$ cat src/rtl/inst_decode_pkg.sv
// -----------------------------------------------------------------------------
// inst_decode_pkg
// Shared definitions for the decode stage: base-ISA opcode constants, the
// immediate-format enum and the opcode -> format classifier.
// -----------------------------------------------------------------------------
package inst_decode_pkg;

   localparam logic [6:0] OP_LOAD   = 7'b0000011;
   localparam logic [6:0] OP_IMM    = 7'b0010011;
   localparam logic [6:0] OP_JALR   = 7'b1100111;
   localparam logic [6:0] OP_STORE  = 7'b0100011;
   localparam logic [6:0] OP_BRANCH = 7'b1100011;
   localparam logic [6:0] OP_LUI    = 7'b0110111;
   localparam logic [6:0] OP_AUIPC  = 7'b0010111;
   localparam logic [6:0] OP_JAL    = 7'b1101111;

   typedef enum logic [2:0] {
      IMM_I,
      IMM_S,
      IMM_B,
      IMM_U,
      IMM_J,
      IMM_NONE
   } imm_fmt_e;

   // Map an opcode to the layout of its immediate field.
   function automatic imm_fmt_e imm_fmt(input logic [6:0] opcode);
      case (opcode)
         OP_LOAD, OP_IMM, OP_JALR: return IMM_I;
         OP_STORE:                 return IMM_S;
         OP_BRANCH:                return IMM_B;
         OP_LUI, OP_AUIPC:         return IMM_U;
         OP_JAL:                   return IMM_J;
         default:                  return IMM_NONE;
      endcase
   endfunction

endpackage

$ cat src/rtl/inst_decode_regfile.sv
// -----------------------------------------------------------------------------
// inst_decode_regfile
// NREG x XLEN architectural register file: two combinational read ports, one
// write port, register 0 hard-wired to zero, asynchronous active-low clear.
// Build option: define WB_BYPASS_EN to forward same-cycle write-back data to
// a read port whose index matches the write index; without it a concurrent
// read returns the value stored before the write.
//
// Ports
//   clk       system clock, writes on rising edge
//   rst       asynchronous active-low reset, clears every register
//   reg_write write enable
//   rd        write index
//   wb_data   write data
//   rs1, rs2  read indices
//   rs1_data, rs2_data  read data (zero while rst is low)
// -----------------------------------------------------------------------------
module inst_decode_regfile #(
   parameter int NREG = 32,
   parameter int XLEN = 32,
   parameter int AW   = $clog2(NREG)
) (
   input  logic            clk,
   input  logic            rst,
   input  logic            reg_write,
   input  logic [AW-1:0]   rd,
   input  logic [XLEN-1:0] wb_data,
   input  logic [AW-1:0]   rs1,
   input  logic [AW-1:0]   rs2,
   output logic [XLEN-1:0] rs1_data,
   output logic [XLEN-1:0] rs2_data
);

   // Widened register count so an index can be range-checked when NREG is
   // not a power of two.
   localparam logic [AW:0] NREG_W = (AW+1)'(NREG);

   logic [XLEN-1:0] regs [NREG];
   logic            wr_en;

   assign wr_en = reg_write && (rd != '0) && ({1'b0, rd} < NREG_W);

   // NOTE: the array is cleared by the asynchronous reset because the
   // architecture requires every register to read zero right after reset;
   // this costs a reset net per flop, so it is not a pattern for plain RAMs.
   // Non-blocking assignments keep the write ordered after all same-edge reads.
   always_ff @(posedge clk or negedge rst) begin
      if (!rst) begin
         for (int i = 0; i < NREG; i++) regs[i] <= '0;
      end else if (wr_en) begin
         regs[rd] <= wb_data;
      end
   end

   // Stored value at idx; index 0 and out-of-range indices read as zero.
   function automatic logic [XLEN-1:0] stored(input logic [AW-1:0] idx);
      if (idx == '0 || ({1'b0, idx} >= NREG_W)) return '0;
      return regs[idx];
   endfunction

   always_comb begin
      rs1_data = '0;
      rs2_data = '0;
      if (rst) begin
         rs1_data = stored(rs1);
         rs2_data = stored(rs2);
`ifdef WB_BYPASS_EN
         // Forward the in-flight write; wr_en already excludes rd == 0.
         if (wr_en && rd == rs1) rs1_data = wb_data;
         if (wr_en && rd == rs2) rs2_data = wb_data;
`endif
      end
   end

endmodule

$ cat src/rtl/inst_decode.sv
// -----------------------------------------------------------------------------
// inst_decode
// Decode stage: register-file reads addressed by the current instruction and
// the sign-extended, byte-offset immediate for that instruction.
// Build option: WB_BYPASS_EN (see inst_decode_regfile) enables write-back
// forwarding into the read ports.
//
// Ports
//   clk        system clock
//   rst        asynchronous active-low reset
//   inst       instruction word from fetch
//   reg_write  write-back enable (rd = inst[11:7])
//   wb_data    write-back data
//   rs1_data   register read, index inst[19:15]
//   rs2_data   register read, index inst[24:20]
//   imm32      decoded immediate, ready to add to the PC
// -----------------------------------------------------------------------------
module inst_decode
   import inst_decode_pkg::*;
#(
   parameter int NREG = 32,
   parameter int XLEN = 32
) (
   input  logic            clk,
   input  logic            rst,
   input  logic [31:0]     inst,
   input  logic            reg_write,
   input  logic [XLEN-1:0] wb_data,
   output logic [XLEN-1:0] rs1_data,
   output logic [XLEN-1:0] rs2_data,
   output logic [31:0]     imm32
);

   localparam int AW = $clog2(NREG);

   inst_decode_regfile #(
      .NREG (NREG),
      .XLEN (XLEN),
      .AW   (AW)
   ) u_regfile (
      .clk       (clk),
      .rst       (rst),
      .reg_write (reg_write),
      .rd        (inst[7 +: AW]),
      .wb_data   (wb_data),
      .rs1       (inst[15 +: AW]),
      .rs2       (inst[20 +: AW]),
      .rs1_data  (rs1_data),
      .rs2_data  (rs2_data)
   );

   // Immediate generation is purely combinational on inst, so it keeps
   // decoding normally while the register file is held in reset.
   // NOTE: imm32 is given a default before the case so that every path
   // assigns it and no latch is inferred.
   always_comb begin
      imm32 = '0;
      case (imm_fmt(inst[6:0]))
         IMM_I: imm32 = {{20{inst[31]}}, inst[31:20]};
         IMM_S: imm32 = {{20{inst[31]}}, inst[31:25], inst[11:7]};
         IMM_B: imm32 = {{19{inst[31]}}, inst[31], inst[7], inst[30:25],
                         inst[11:8], 1'b0};
         IMM_U: imm32 = {inst[31:12], 12'b0};
         IMM_J: imm32 = {{11{inst[31]}}, inst[31], inst[19:12], inst[20],
                         inst[30:21], 1'b0};
         default: imm32 = '0;
      endcase
   end

endmodule
$ cat config.mk
export PLATFORM = sky130hd
export DESIGN_NAME = inst_decode
export DESIGN_NICKNAME = d
export VERILOG_FILES = /design/src/rtl/inst_decode_pkg.sv /design/src/rtl/inst_decode_regfile.sv /design/src/rtl/inst_decode.sv
export SDC_FILE = /design/constraint.sdc
export NUM_CORES = 2
export LEC_CHECK = 0
export CORE_UTILIZATION = 48
export CTS_BUF_LIST = sky130_fd_sc_hd__clkbuf_4
export CTS_CLUSTER_SIZE = 20
export DETAILED_ROUTE_END_ITERATION = 8
export GPL_TIMING_DRIVEN = 0
export PLACE_DENSITY = 0.72
export SYNTH_ARGS = -nofsm -noshare
export SYNTH_HDL_FRONTEND = slang
export SYNTH_SLANG_ARGS = --single-unit
$ cat constraint.sdc
create_clock -name clk -period 8.7 [get_ports clk]
set_input_delay 2.175 -clock clk [delete_from_list [all_inputs] [get_ports clk]]
set_output_delay 2.175 -clock clk [all_outputs]
set_load 0.02 [all_outputs]
==> impl_metrics.py <==
metrics = {
    "min_path": {
        "worst_hold_startpoint": "u_regfile.regs[997]$_DFFE_PN0P_",
        "hold-path-cell-count": 1,
        "timing.hold.worst.class": "flip-flop to flip-flop",
        "hold_worst_path_end": "u_regfile.regs[997]$_DFFE_PN0P_",
    },
    "die": {
        "fp.dieW_microns": 341,
        "die_outline_area_sq_um": 116000,
        "core_area_sq_um": 114000,
        "fp.dieH_microns": 341,
        "initial_utilization": 0.483,
        "floorplan.rows": 124,
        "floorplan.io_pins": 163,
    },
    "status": {
        "outcome": "complete, but fails checks",
        "failed_checks": "capacitance limit, slew limit, setup timing",
    },
    "worst_setup_path": {
        "timing.critical_path.from_type": "primary input",
        "crit_fanout": 10,
        "cp_data_arrival_time_ns": 6.66,
        "ff2ff_path_depth": 1,
        "cp-end-kind": "output port",
        "worst_r2r_startpoint": "u_regfile.regs[225]$_DFFE_PN0P_",
        "critical_path.reg2reg.endpoint": "u_regfile.regs[225]$_DFFE_PN0P_",
        "r2r_slack_ns": 7.87,
        "cp_data_required_time_ns": 6.53,
        "worstSetupPathType": "primary input to output port",
    },
    "synthesis": {
        "syn-num-nets": 3770,
        "synth_cell_type_count": 59,
        "ys_top_cells_by_area": "sky130_fd_sc_hd__dfrtp_1, sky130_fd_sc_hd__mux2_2, sky130_fd_sc_hd__mux4_2, sky130_fd_sc_hd__mux2i_1, sky130_fd_sc_hd__clkbuf_1",
        "syn_area_sq_um": 55200,
        "netlist.area_leader.share": 0.464,
        "synth_sequential_area_ratio": 0.464,
        "yosysWarningCount": 0,
        "async_reset_ff_frac": 1.00,
        "netlist_instances": 3703,
        "synth_enable_flop_cells": 0,
        "synthDominantAreaCellType": "sky130_fd_sc_hd__dfrtp_1",
        "syn_avg_cell_area_sq_um": 14.9,
        "ys_ff_latch": 1024,
        "postSynth.topFlopCell": "sky130_fd_sc_hd__dfrtp_1",
    },
    "clocking": {
        "clock_sinks": 1024,
        "cts_tree": "built",
        "clockRootBuffer": "sky130_fd_sc_hd__clkbuf_4",
        "cts-root-to-sink-buffers": 4,
        "tritoncts.num_buffers": 294,
        "postCtsSetupRepairBufs": 0,
        "clk-insertion-delay-late_ns": 1.20,
        "cts.clk_slew.worst_paths_ns": 0.07,
        "cts.htree.levels": 5,
    },
    "placement": {
        "gp_congestion": 1.01,
        "place_inst": 5376,
        "place.port_buffers": 153,
        "dp_hpwl_microns": 141000,
        "dpl-instance-area_sq_um": 58800,
        "placement.setup.worst_slack_ns": -0.508,
    },
    "timing": {
        "relSlewSlack": -0.0760,
        "max_slew.worst_pin.slew_ns": 1.61,
        "setup_viol": 2,
        "timing.fmax_mhz": 113,
        "final_period_minus_worst_setup_slack_ns": 8.83,
        "maxSlewViolCount": 43,
        "timing_hold_violations_final": 0,
        "min_period_over_period": 1.01,
        "final_worst_slack_ns": -0.130,
        "grt_setup_unrepaired": "no",
        "timing.clock.skew_ns": 0,
    },
    "routing": {
        "postRouteWirelength_microns": 209000,
        "route.detailed.wl_per_inst_microns": 35.8,
        "total_iterations_of_the_first_detailed_routing_run": 8,
        "avgViaCountPerCell": 6.91,
        "detailedRoute.firstIterationViolations": 5461,
        "ant_nets": 0,
        "dr_total_vias": 40400,
        "drcViolationCount": 0,
    },
    "grt": {
        "grt_usage": 0.362,
        "global_route.overflow_total": 0,
        "grt_first_pass_wirelength_microns": 295000,
        "grt_pass1_vias": 40900,
        "antenna_found_initial": 11,
        "grt_max_degree": 166,
    },
    "finish": {
        "nNetsFinal": 4229,
        "flow.area_growth_from_synthesis_pct": 12.8,
        "postLayoutCoreUtil": 0.545,
        "layout_commonest_cell": "sky130_fd_sc_hd__mux2_2",
        "flip_flop_count_of_the_largest_register_all_copies_and_words_added": 1024,
        "mostFrequentLayoutCells": "sky130_fd_sc_hd__mux2_2, sky130_fd_sc_hd__dfrtp_1, sky130_fd_sc_hd__mux4_2, sky130_fd_sc_hd__clkbuf_4, sky130_fd_sc_hd__mux2i_1",
        "layoutNonFillerInstCount": 5853,
        "drive_above_1_share": 0.495,
        "largest_register": "u_regfile.regs",
        "final_cell_area_sq_um": 62300,
        "largestRegisters": "u_regfile.regs x1024",
    },
    "pwr": {
        "cellPowerDensity_nw_per_um2": 221,
        "peakVddDrop_v": 0.000139,
        "power_leakage_uw": 0.0272,
    },
    "flow_run": {
        "maxCapViolations": 5,
    },
}
==> what timing repair did <==
item / CTS / global route
hold buffers: 0 / 0
setup endpoints to repair: 23 / 23
cloned: 1 / 1
gates resized for setup: 2 / 6
==> per-layer routing <==
layer  track usage  up-vias  part of all wire
met2         0.527     3118              0.44
met4         0.203       14             0.062
met5        0.0131        -            0.0013
li1              -    15400                 -
met1         0.464    21100              0.37
met3         0.136      827              0.13
==> through the flow <==
step	total power, uW	hold slack [ns]	setup TNS, ns
floorplan	8340	0.441	0
global placement	9310	0.456	-
detailed placement	9400	0.465	-8.21
CTS	13600	0.481	0
global route	14200	0.506	0
finish	13700	0.482	-0.198
==> cell type report <==
class,count,area (sq um)
clock buffers,412,3090
clock inverters,51,255
inverters,2,7.51
well taps,1512,1890
multi-input cells,2244,27400
diodes,12,30.0
plain buffers,433,2120
fillers,9569,51900
repair buffers,163,1800
flip-flops and latches,1024,25600
==> where the power goes <==
group / switching, uW / internal (uW) / total [uW] / leakage (uW)
clock network: 2110 / 2210 / 4320 / 0.00203
logic: 1330 / 1740 / 3060 / 0.0120
registers: 692 / 5670 / 6360 / 0.0131
total: 4120 / 9620 / 13700 / 0.0272
==> critical path, cell delays in order <==
cell and delay (ns):
sky130_fd_sc_hd__clkdlybuf4s50_1 0.72, sky130_fd_sc_hd__buf_2 0.34, sky130_fd_sc_hd__buf_2 0.42, sky130_fd_sc_hd__buf_2 0.55
sky130_fd_sc_hd__nor2_1 0.33, sky130_fd_sc_hd__buf_6 0.25, sky130_fd_sc_hd__a221oi_1 0.26, sky130_fd_sc_hd__o21ai_0 0.18
sky130_fd_sc_hd__a21oi_1 0.65, sky130_fd_sc_hd__clkdlybuf4s50_1 0.74
==> cell families after synthesis <==
family / after synthesis / share of synthesized area
AOI/OAI and AO/OA: 327 / 0.0446
buffers and inverters: 435 / 0.0385
DFF: 1024 / 0.464
muxes: 1728 / 0.437
and+or+nand+nor: 189 / 0.0159
==> worst max path at each step <==
| stage | startpoint | end | slack, ns | depth (start not counted) |
|---|---|---|---|---|
| floorplan | inst[15] | rs1_data[30] | 2.77 | 7 |
| global placement | rst | rs2_data[15] | -44.38 | 5 |
| detailed placement | rst | rs2_data[13] | -0.51 | 8 |
| CTS | rst | rs1_data[23] | 0.01 | 9 |
| global route | inst[22] | rs2_data[14] | 0.02 | 10 |
| finish | inst[22] | rs2_data[14] | -0.13 | 10 |
==> cell usage after synthesis (9+ instances only) <==
cell	count
sky130_fd_sc_hd__o311a_1	23
sky130_fd_sc_hd__mux2_2	1035
sky130_fd_sc_hd__buf_6	14
sky130_fd_sc_hd__nor2_1	43
sky130_fd_sc_hd__clkbuf_1	204
sky130_fd_sc_hd__mux2i_1	210
sky130_fd_sc_hd__a221o_1	9
sky130_fd_sc_hd__o221a_2	23
sky130_fd_sc_hd__o211ai_1	23
sky130_fd_sc_hd__buf_4	32
sky130_fd_sc_hd__o21ai_0	63
sky130_fd_sc_hd__nand2_1	92
sky130_fd_sc_hd__buf_1	31
sky130_fd_sc_hd__o221ai_1	32
sky130_fd_sc_hd__buf_2	144
sky130_fd_sc_hd__nor2b_1	15
sky130_fd_sc_hd__a21oi_1	31
sky130_fd_sc_hd__dfrtp_1	1024
sky130_fd_sc_hd__o22a_1	32
sky130_fd_sc_hd__mux4_2	434
sky130_fd_sc_hd__a221oi_1	16
sky130_fd_sc_hd__mux2_1	49
sky130_fd_sc_hd__o22ai_1	46
sky130_fd_sc_hd__a21o_1	11
Power figures use the tool's default switching activity.
